<file path="src/rtl/pipe_pkg.sv">
// pipe_pkg: shared types and constants for the IF stage of the 3-stage RV32 pipeline.
package pipe_pkg;
    typedef enum logic [2:0] {BOOT, REQ, HOLD, HALTED, ERROR} fetch_state_e;
    typedef struct packed {
        logic [31:0] pc;
        logic [31:0] pc_plus_4;
        logic [31:0] inst;
    } fetch_bundle_t;
    localparam logic [31:0] NOP_INST = 32'h0000_0013;
    localparam fetch_bundle_t BUBBLE = '{pc: 32'h0, pc_plus_4: 32'h0, inst: NOP_INST};
endpackage

</file>
<file path="src/rtl/fetch_hold_buf.sv">
// fetch_hold_buf: one-entry parking slot for a fetch that arrived while ID was stalled.
module fetch_hold_buf import pipe_pkg::*; #(
    parameter fetch_bundle_t INIT = BUBBLE
) (
    input  logic          clk,
    input  logic          rst,
    input  logic          load,
    input  logic          clear,
    input  fetch_bundle_t din,
    output fetch_bundle_t dout,
    output logic          valid
);
    always_ff @(posedge clk or posedge rst)
        if (rst) begin
            dout  <= INIT;
            valid <= 1'b0;
        end else if (load) begin
            dout  <= din;
            valid <= 1'b1;
        end else if (clear) begin
            dout  <= INIT;
            valid <= 1'b0;
        end
endmodule

</file>
<file path="src/rtl/fetch_ctrl.sv">
// fetch_ctrl: IF-stage sequencer; owns the PC, runs a single-outstanding imem handshake
// and drives the IF/ID D-inputs with stall, redirect, halt and timeout handling.
module fetch_ctrl #(
    parameter logic [31:0] RESET_PC = 32'h0000_0000,
    parameter logic [31:0] NOP_INST = 32'h0000_0013,
    parameter int          MAX_WAIT = 16
) (
    input  logic        clk,
    input  logic        rst,
    output logic        imem_req,
    output logic [31:0] imem_addr,
    input  logic        imem_rvalid,
    input  logic [31:0] imem_rdata,
    input  logic        stall_id,
    input  logic        redirect_valid,
    input  logic [31:0] redirect_pc,
    input  logic        halt_req,
    output logic [31:0] pc_out,
    output logic [31:0] pc_plus_4_out,
    output logic [31:0] inst_out,
    output logic        halted,
    output logic        fetch_err
);
    import pipe_pkg::*;
    localparam int WW = $clog2(MAX_WAIT);
    localparam fetch_bundle_t NOP_BUNDLE = '{pc: 32'h0, pc_plus_4: 32'h0, inst: NOP_INST};
    fetch_state_e  state, state_n;
    logic          booted, squash, halt_pend, rv, halting, take, hold_valid;
    logic [31:0]   fpc, pend_pc, tgt;
    logic [WW-1:0] wait_cnt;
    fetch_bundle_t fetched, hold_q, last, bundle;
    assign rv        = state == REQ && imem_rvalid;
    assign halting   = halt_req || halt_pend;
    assign take      = rv && !squash && !redirect_valid && !halting;
    assign tgt       = {redirect_pc[31:2], 2'b00};
    assign imem_addr = fpc;
    assign fetched   = '{pc: fpc, pc_plus_4: fpc + 32'd4, inst: imem_rdata};
    assign bundle    = redirect_valid ? NOP_BUNDLE :
                       stall_id ? last :
                       (state == HOLD && hold_valid) ? hold_q :
                       take ? fetched : NOP_BUNDLE;
    assign pc_out        = bundle.pc;
    assign pc_plus_4_out = bundle.pc_plus_4;
    assign inst_out      = bundle.inst;
    fetch_hold_buf #(.INIT(NOP_BUNDLE)) u_hold (
        .clk   (clk),
        .rst   (rst),
        .load  (take && stall_id),
        .clear (state == HOLD && state_n != HOLD),
        .din   (fetched),
        .dout  (hold_q),
        .valid (hold_valid)
    );
    // Halt outranks redirect so a same-cycle EX redirect cannot un-halt the core.
    always_comb begin
        state_n = state;
        case (state)
            BOOT:    state_n = booted ? REQ : BOOT;
            REQ:     state_n = rv ? (halting ? HALTED : (take && stall_id) ? HOLD : REQ) :
                               (wait_cnt == WW'(MAX_WAIT - 1)) ? ERROR : REQ;
            HOLD:    state_n = halt_req ? HALTED : (redirect_valid || !stall_id) ? REQ : HOLD;
            HALTED:  state_n = (!halt_req && redirect_valid) ? REQ : HALTED;
            default: state_n = ERROR;
        endcase
    end
    always_ff @(posedge clk or posedge rst)
        if (rst) begin
            state     <= BOOT;
            booted    <= 1'b0;
            imem_req  <= 1'b0;
            halted    <= 1'b0;
            fetch_err <= 1'b0;
            fpc       <= RESET_PC;
            pend_pc   <= RESET_PC;
            squash    <= 1'b0;
            halt_pend <= 1'b0;
            wait_cnt  <= '0;
            last      <= NOP_BUNDLE;
        end else begin
            state     <= state_n;
            booted    <= 1'b1;
            imem_req  <= state_n == REQ;
            halted    <= state_n == HALTED;
            fetch_err <= state_n == ERROR;
            wait_cnt  <= (state == REQ && !imem_rvalid) ? wait_cnt + 1'b1 : '0;
            last      <= bundle;
            case (state)
                REQ:
                    if (rv) begin
                        squash    <= 1'b0;
                        halt_pend <= 1'b0;
                        if (redirect_valid) fpc <= tgt;
                        else if (squash) fpc <= pend_pc;
                        else if (take) fpc <= fpc + 32'd4;
                    end else begin
                        // Response still owed for the old address: drop it when it lands.
                        if (redirect_valid) begin
                            squash  <= 1'b1;
                            pend_pc <= tgt;
                        end
                        if (halt_req) halt_pend <= 1'b1;
                    end
                HOLD, HALTED:
                    if (state_n == REQ && redirect_valid) fpc <= tgt;
                default: ;
            endcase
        end
endmodule

</file>
<file path="config.mk">
export PLATFORM = sky130hd
export DESIGN_NAME = fetch_ctrl
export DESIGN_NICKNAME = d
export VERILOG_FILES = /design/src/rtl/pipe_pkg.sv /design/src/rtl/fetch_hold_buf.sv /design/src/rtl/fetch_ctrl.sv
export SDC_FILE = /design/constraint.sdc
export NUM_CORES = 1
export LEC_CHECK = 0
export ABC_AREA = 1
export CAP_MARGIN = 15
export CORE_UTILIZATION = 45
export CTS_BUF_LIST = sky130_fd_sc_hd__clkbuf_2 sky130_fd_sc_hd__clkbuf_4 sky130_fd_sc_hd__clkbuf_8
export CTS_CLUSTER_DIAMETER = 50
export DETAILED_ROUTE_END_ITERATION = 7
export PLACE_DENSITY = 0.8
export REMOVE_ABC_BUFFERS = 1
export SLEW_MARGIN = 40
export SYNTH_ARGS = -nofsm -noshare
export SYNTH_HDL_FRONTEND = slang
export SYNTH_SLANG_ARGS = --single-unit
</file>
<file path="constraint.sdc">
create_clock -name clk -period 10.01 [get_ports clk]
set_clock_uncertainty 0.2 [all_clocks]
set_input_delay 2.002 -clock clk [delete_from_list [all_inputs] [get_ports clk]]
set_output_delay 2.002 -clock clk [all_outputs]
set_load 0.01 [all_outputs]
</file>
## Word-level counts from Yosys, hierarchy flattened

Cells that the tools add are included.

- Register bits: 268
- Latch bits: 0
- Bits in writable memories: 0
- Memory bits (read-only): 0
- Input port bits: 70
- Output and inout bits: 131
- Word-level logic and storage cells: 87
- Memories kept: 0

- $add $sub $neg: 2
- Multipliers: 0
- Divide/modulo/power cells: 0
- $lt $le $gt $ge: 0
- Equality and inequality tests: 11
- Shift-type cells: 0
- Muxes and demuxes: 28
- Bitwise logic cells: 1
- Reductions and logical operators: 28

Operators with widths:

| cell | number |
|---|---|
| two-way mux 96 bit | 6 |
| two-way mux 32 bit | 5 |
| case mux 32 bit (2 select lines) | 1 |
| adder 32 x 3 -> 32 bit (second input constant) | 1 |
| case mux 3 bit (4 select lines) | 1 |
| logical AND 1 bit | 10 |
| two-way mux 2 bit | 5 |
| == test 3 x 2 -> 1 bit (second input constant) | 3 |
| nonzero test 2 bit | 4 |
| two-way mux 1 bit | 7 |
| == test 3 x 1 -> 1 bit (second input constant) | 2 |
| zero test 1 bit | 6 |
| two-way mux 3 bit | 2 |
| adder 4 x 1 -> 4 bit (second input constant) | 1 |
| == test 4 bit (second input constant) | 1 |
| two-way mux 4 bit | 1 |
| inequality test 2 bit (second input constant) | 2 |
| inequality test 4 bit (second input constant) | 1 |
| AND reduction 2 bit | 2 |
| AND reduction 4 bit | 1 |
| == test 3 bit (second input constant) | 1 |
| zero test 3 bit | 1 |
| inequality test 3 x 2 -> 1 bit (second input constant) | 1 |
| AND reduction 3 bit | 1 |
| 3 further kinds | 4 |

## Depth between registers and ports, before layout

Gate-level depths: netlist of the first run.

- Word-level depth: 14
- Mapped depth: 14
- Gate-level depth less buffers: 13

## By module

From an unflattened synthesis of the first run, not the netlist that was laid out.

- Cells, all modules: 1650
- Area total of the unflattened synthesis: 12806.0 sq um

Modules (own cells, without submodules):

| module | instances | cells an instance | area each (sq um) | seq. area each (sq um) |
|---|---|---|---|---|
| fetch_ctrl | 1 | 1231 | 9106.2 | 4232.8 |
| fetch_hold_buf | 1 | 419 | 3699.8 | 2431.1 |

## Worst setup path after synthesis of the first run

Ideal clock, no wire load.

- Kind: input to output
- From: input port redirect_valid
- To: output port pc_out[14]
- Data arrival time: 3.230 ns
- Data required time: 7.808 ns
- Setup slack: 4.578 ns
- Stages on the path: 10
- Buffers on the path: 3
- Cell sequence: buf_6 > inv_2 > nand2_1 > nor2_4 > nand2_1 > inv_2 > buf_4 > buf_2 > nand2_1 > a31oi_1

- Word-level cells in the longest chain between the ends: 7

RTL lines:

| item | RTL line | text |
|---|---|---|
| start, declared | fetch_ctrl.sv:15 | `input logic redirect_valid,` |
| zero test 1 bit | fetch_ctrl.sv:34 | `assign take = rv && !squash && !redirect_valid && !halting;` |
| logical AND 1 bit (2 in series) | fetch_ctrl.sv:34 |  |
| two-way mux 96 bit | fetch_ctrl.sv:41 | `take ? fetched : NOP_BUNDLE;` |
| two-way mux 96 bit | fetch_ctrl.sv:40 | `(state == HOLD && hold_valid) ? hold_q :` |
| two-way mux 96 bit | fetch_ctrl.sv:39 | `stall_id ? last :` |
| two-way mux 96 bit * | fetch_ctrl.sv:38 | `assign bundle = redirect_valid ? NOP_BUNDLE :` |
| end, declared | fetch_ctrl.sv:18 | `output logic [31:0] pc_out,` |

Mark *: on every way between the ends. The rest lies on a longest branch, timed or not.

## Final worst setup path of the first run

- From: input port redirect_valid
- To: output port pc_plus_4_out[10]

- Word-level cells in the longest chain between the ends: 7

RTL lines:

| item | RTL line | text |
|---|---|---|
| zero test 1 bit | fetch_ctrl.sv:34 |  |
| logical AND 1 bit (2 in series) | fetch_ctrl.sv:34 |  |
| two-way mux 96 bit | fetch_ctrl.sv:41 |  |
| two-way mux 96 bit | fetch_ctrl.sv:40 |  |
| two-way mux 96 bit | fetch_ctrl.sv:39 |  |
| two-way mux 96 bit * | fetch_ctrl.sv:38 |  |
| end, declared | fetch_ctrl.sv:19 | `output logic [31:0] pc_plus_4_out,` |

Marks and branches as above.

==> results.md, run 1 <==
* Cts bufs inserted at 45
* DRC Markers at 0
* DRT iter0 DRCs at 952
* Main flop type after synthesis: dfrtp_1
* # nets final at 1686
* Warnings, synthesis at 0
* Post-Syn Area at 12300 um^2
* Total GRT Usage at 0.254
* Fin crit period at 7.75 ns
* Unrepaired setup endpoints after global routing: no
* ANT nets after route at 0
* Worst skew pair latency at 0.55 ns
* Share of cells above drive strength 1 at 0.0911
* Worst Path Class, Setup: input port to primary output
* Hold Path Class: flip-flop to flip-flop
* Commonest non-fill, non-tap cells in the layout: 467 x nand2_1, 257 x dfrtp_1, 196 x clkdlybuf4s50_1
* Syn-to-layout area delta at 25.3%
* CP arrival at ~5.6 ns
* CTS clk-pin slew, worst paths at approximately 0.060 ns
* DRT Pass-1 Iters at 6
* Max IR drop VDD at roughly 71 uV
* CP cell instances: clkdlybuf4s50_1, inv_2, nand2_1, nor2_4, nand2_1, inv_2, buf_4, nand2_1, a31oi_1, clkdlybuf4s50_1
* Post-Synthesis Cells at 1454
* Die X at ~170 um
* Vert. Die Dim at 167 um
* Mapped Avg Cell Area at 8.46 um^2
* I/O pin count at 201
* CTS Buffer Depth at 3
* Post-DP HPWL at 21800 um
* Commonest non-fill, non-tap cell in the layout: nand2_1
* # resized after CTS at 0
* Crit-path slowest cell: inv_2
* Max transition margin at 0.438
* Fmax at 0.129 GHz
* Pin count of the biggest net entering global routing at 152
* Crit-path most repeated cell: nand2_1
* Post-DP Area at 14300 um^2
* GPL Wtd Cong at 0.912
* Sink Count at 263
* Sequential fraction of the synthesis area at 0.536
* Hold-fix buffers at CTS at 0
* Vias at 11100
* Number of global-route vias before repair at 10900
* Number of enable flip-flop cells after synthesis at 0
* Endpoints failing setup at 0
* Final WL at between 30000 and 40000 um
* Power Density at 157 nW/um^2
* Cell row count at 60
* Kind of end point of the critical path: primary output
* Final Hold Fails at 0
* Worst setup SP type: input port
* H-tree depth at 2
* Critical path buffers and inverters at 5
* Top delay family on crit path: buffers and inverters
* Vias/cell at 5.56
* Ranking of synthesized cells by area: dfrtp_1 52%, nand2_1 14%, o21ai_0 6.0%, a31oi_1 4.5%, nor2_1 3.4%
* Status: finished clean
* Max-cap check violation count at 0
* Async set or reset register ratio after synthesis at 1.00
* Worst slew pin tran at roughly 0.84 ns
* GR Overflow Total at 0
* Buffers on Ports at between 150 and 200
* Cell taking the most area after synthesis: dfrtp_1
* Critical path peak fanout at 51
* Design area at 15400 um^2
* Setup Buffers After CTS at 0
* Die area at ~28000 um^2
* Aggregate negative setup slack at 0 ns
* Worst endpoint required time at 7.81 ns
* Yosys top cell area share at 0.523
* CTS root buf: clkbuf_8
* Pleak at 6.80 nW
* Post-synth cell types at 39
* Routed length per instance at between 15 and 20 um
* Slew Viols, Final at 0
* First-pass GRT wire length at 57100 um
* Initial Utilization at 0.457
* Initial antenna violation count at 1
* Yosys reg bits at ~260
* Tcrit/Tclk final at 0.775
* Setup WS post-layout at roughly 2.3 ns
* CTS tree: yes
* Pre-CTS setup slack at 2.29 ns
* Max stage delay on crit path at 0.66 ns
* Core box area at 26900 um^2
-- layer usage --
| metal | vias to the layer above | GRT usage | routed length (um) |
|---|---|---|---|
| met5 | - | 0 | 0 |
| met4 | 0 | 0.101 | 1150 |
| met3 | 86 | 0.0584 | 2840 |
| met2 | 466 | 0.402 | 16200 |
| met1 | 5328 | 0.338 | 15400 |
| li1 | 5186 | - | - |
-- state kept, by name, indices dropped and copies added, names as in the netlist --
name          count
last             96
u_hold.dout      93
imem_addr        30
pend_pc          30
wait_cnt          4
state             3
booted            1
fetch_err         1
halt_pend         1
halted            1
imem_req          1
squash            1
u_hold.valid      1
-- through the flow --
step	instances	total power, mW	hold WS [ns]	util
after global placement	1907	1.34	0.246	0.534
final	1991	2.41	0.264	0.573
after detailed placement	1907	1.34	0.255	0.534
after floorplan	1360	1.22	0.231	-
after CTS	1987	2.43	0.262	0.572
after global routing	1988	2.51	0.289	0.573
-- power breakdown --
group	internal [mW]	switching (mW)	leakage [nW]
clock network	0.648	0.439	0.543
registers	1.09	0.0210	3.54
logic	0.0937	0.119	2.72
total	1.83	0.579	6.80
-- layout make-up --
type                    count  area [um^2]
flip-flops and latches    263         6590
well taps                 341          427
clock buffers              72          903
clock inverters             8          115
fillers                  2336        11500
repair buffers            207         2090
inverters                  69          282
multi-input cells        1028         4990
diodes                      3         7.51
-- cells by family after synthesis --
kind of cell / Yosys count / share of synthesized area
other: 2 / 0.000611
XOR/XNOR: 7 / 0.00499
flip-flops: 263 / 0.536
buffers and inverters: 164 / 0.0585
adder cells (fa/ha/maj): 2 / 0.00204
multiplexers: 20 / 0.0183
AND/OR/NAND/NOR: 669 / 0.219
AO/OA/AOI/OAI: 327 / 0.160
-- final timing paths --
path                                            start                          end  slack (ns)  depth (start not counted)
max in group asynchronous                         rst      pend_pc[29]$_DFFE_PP0P_        6.65                          4
worst min register to register  wait_cnt[0]$_DFF_PP0_        wait_cnt[0]$_DFF_PP0_        0.26                          1
worst max-delay path                   redirect_valid            pc_plus_4_out[10]        2.26                         10
worst max register to register     squash$_DFFE_PP0P_    imem_addr[27]$_DFFE_PP0P_        5.80                         12
min in group asynchronous                         rst  u_hold.dout[18]$_DFFE_PP0P_        1.74                          2
worst min-delay path            wait_cnt[0]$_DFF_PP0_        wait_cnt[0]$_DFF_PP0_        0.26                          1
-- Yosys cell counts (2+ instances only) --
cell type / n
a32o_1: 4
buf_4: 6
nand3_1: 69
inv_2: 12
nand2_1: 467
nand3_2: 2
conb_1: 2
ha_1: 2
a21oi_1: 16
nor2_2: 4
nor2_1: 111
buf_6: 6
a22o_1: 42
a31oi_1: 89
o22ai_1: 9
o21ai_0: 147
o221ai_1: 3
nor2_4: 4
o22a_1: 3
o211ai_1: 3
nand2_2: 4
xor2_1: 7
o21ai_1: 10
nand2_4: 2
clkbuf_1: 53
dfrtp_1: 257
mux2_2: 20
dfstp_2: 6
inv_1: 56
buf_2: 29
(Power assumes the default switching activity.)
==> inputs of run 2 (changes only) <==
--- a/config.mk
+++ b/config.mk
@@ -11,7 +11,7 @@
 export CTS_BUF_LIST = sky130_fd_sc_hd__clkbuf_2 sky130_fd_sc_hd__clkbuf_4 sky130_fd_sc_hd__clkbuf_8
 export CTS_CLUSTER_DIAMETER = 50
 export DETAILED_ROUTE_END_ITERATION = 7
-export PLACE_DENSITY = 0.8
+export PLACE_DENSITY = 0.83
 export REMOVE_ABC_BUFFERS = 1
 export SLEW_MARGIN = 40
 export SYNTH_ARGS = -nofsm -noshare
==> constraint.sdc (replaced) <==
create_clock -name clk -period 6.4 [get_ports clk]
set_clock_uncertainty 0.2 [all_clocks]
set_input_delay 1.28 -clock clk [delete_from_list [all_inputs] [get_ports clk]]
set_output_delay 1.28 -clock clk [all_outputs]
set_load 0.01 [all_outputs]
==> run 2 against run 1 <==
  * Utilization is essentially flat
  * Power is 54% higher
  * Register-to-register slack worse by 2.5 ns
  * Sequential power increased by 57%
  * Via count rose by 2.3%
  * Sequential share of layout area is essentially flat
  * Cell count is 0.20% higher
  * Global-route usage up 1.1 points
  * Routed wire length increased by 2.4%
  * Critical path type unchanged
  * Largest cell class unchanged
==> results.md, run 2 (synthesis results as in run 1) <==
* Number of global-route vias before repair at 11300
* Max IR drop VDD at ~130 uV
* Design area at 15400 um^2
* DRT iter0 DRCs at 1090
* Buffers on Ports at 196
* Vert. Die Dim at ~170 um
* Crit-path most repeated cell: nand2_1
* Hold Path Class: flip-flop to flip-flop
* Crit-path slowest cell: clkdlybuf4s50_1
* CTS root buf: clkbuf_8
* Top delay family on crit path: buffers and inverters
* Pin count of the biggest net entering global routing at 115
* Worst endpoint required time at 4.92 ns
* Max-cap check violation count at 0
* Worst skew pair latency at approximately 0.57 ns
* Vias/cell at 5.67
* Slew Viols, Final at 0
* DRT Pass-1 Iters at 6
* Initial antenna violation count at 2
* Fin crit period at 5.59 ns
* Critical path buffers and inverters at 5
* ANT nets after route at 0
* Final Hold Fails at 0
* Final WL at 36400 um
* Max stage delay on crit path at 0.62 ns
* Worst Path Class, Setup: input port to primary output
* Cell row count at 60
* CP arrival at 4.11 ns
* CTS clk-pin slew, worst paths at 0.05 ns
* I/O pin count at 201
* Status: finished clean
* Fmax at 0.179 GHz
* Die X at 167 um
* Pleak at 6.80 nW
* Critical path peak fanout at 73
* First-pass GRT wire length at 59400 um
* Max transition margin at 0.460
* Endpoints failing setup at 0
* Total GRT Usage at 0.265
* Syn-to-layout area delta at 25.3%
* DRC Markers at 0
* Setup Buffers After CTS at 0
* Sink Count at ~260
* Largest Register: last
* Commonest non-fill, non-tap cell in the layout: nand2_1
* Hold-fix buffers at CTS at 0
* Post-DP Area at 14400 um^2
* CP cell instances: clkdlybuf4s50_1, inv_2, nand2_1, nor2_4, nand2_1, inv_2, buf_12, nand2_1, a31oi_1, clkdlybuf4s50_1
* Worst slew pin tran at 0.808 ns
* Share of cells above drive strength 1 at 0.0944
* Core box area at about 27000 um^2
* Max FFs per register at 96
* CTS tree: yes
* Worst setup SP type: input port
* Post-DP HPWL at 22300 um
* CTS Buffer Depth at 3
* Unrepaired setup endpoints after global routing: no
* GR Overflow Total at 0
* GPL Wtd Cong at around 0.87
* Power Density at 241 nW/um^2
* Setup WS post-layout at roughly 0.81 ns
* Die area at 28000 um^2
* # nets final at 1691
* Pre-CTS setup slack at 0.897 ns
* # resized after CTS at 0
* Vias at 11300
* Kind of end point of the critical path: primary output
* Cts bufs inserted at 45
* Commonest non-fill, non-tap cells in the layout: 467 x nand2_1, 257 x dfrtp_1, 196 x clkdlybuf4s50_1
* Largest registers: last: 96 flops, u_hold.dout: 93 flops
* Routed length per instance at 18.2 um
* Initial Utilization at 0.457
* H-tree depth at 2
* Tcrit/Tclk final at 0.873
-- run 2: cell types whose count changed in the layout (fill, tap and decap cells not counted), moves of 2 or more --
cell / before / now
bufinv_16: 3 / 1
clkbuf_4: 14 / 17
clkinvlp_4: 0 / 2
buf_4: 7 / 11
diode_2: 3 / 1
-- run 2: layout make-up --
type                    count  area [um^2]
inverters                  69          279
diodes                      1         2.50
well taps                 341          427
repair buffers            212         2130
clock buffers              74          912
clock inverters             7         65.1
flip-flops and latches    263         6590
multi-input cells        1028         5000
fillers                  2332        11500
-- run 2: worst min-delay path, cell delays in order (launching register included) --
cell and delay, ns:
dfrtp_1 0.34, nand2_1 0.05, nand2_1 0.05
-- run 2: worst paths after layout --
kind                                                from                   endpoint  slack (ns)  depth (start not counted)
worst min-delay path            u_hold.valid$_DFFE_PP0P_   u_hold.valid$_DFFE_PP0P_        0.27                          2
min in group asynchronous                            rst         last[19]$_DFF_PP0_        0.97                          2
worst min register to register  u_hold.valid$_DFFE_PP0P_   u_hold.valid$_DFFE_PP0P_        0.27                          2
max in group asynchronous                            rst          last[2]$_DFF_PP0_        4.03                          3
worst max register to register        squash$_DFFE_PP0P_  imem_addr[30]$_DFFE_PP0P_        3.27                         11
worst max-delay path                      redirect_valid           pc_plus_4_out[7]        0.81                         10
-- run 2: power breakdown --
group / leakage [nW] / internal, mW / switching [mW]
Sequential: 3.54 / 1.71 / 0.0329
Clock: 0.518 / 0.939 / 0.692
Combinational: 2.74 / 0.146 / 0.187
Total: 6.80 / 2.79 / 0.912
-- run 2: metal layers --
layer,track usage,vias to the layer above,part of all wire
met2,0.420,557,0.45
li1,-,5196,-
met3,0.0607,95,0.089
met5,0,-,0.00055
met1,0.349,5465,0.42
met4,0.109,4,0.035
-- run 2: per-stage QoR --
step / power (mW) / TNS, ns / util / hold slack [ns] / std cells
6_report: 3.70 / 0 / 0.573 / 0.272 / 1995
5_1_grt: 3.85 / 0 / 0.573 / 0.288 / 1994
4_1_cts: 3.73 / 0 / 0.573 / 0.267 / 1994
3_5_place_dp: 2.10 / 0 / 0.536 / 0.259 / 1913
3_3_place_gp: 2.09 / 0 / 0.536 / 0.245 / 1913
2_1_floorplan: 1.91 / -595.26 / - / 0.231 / 1360
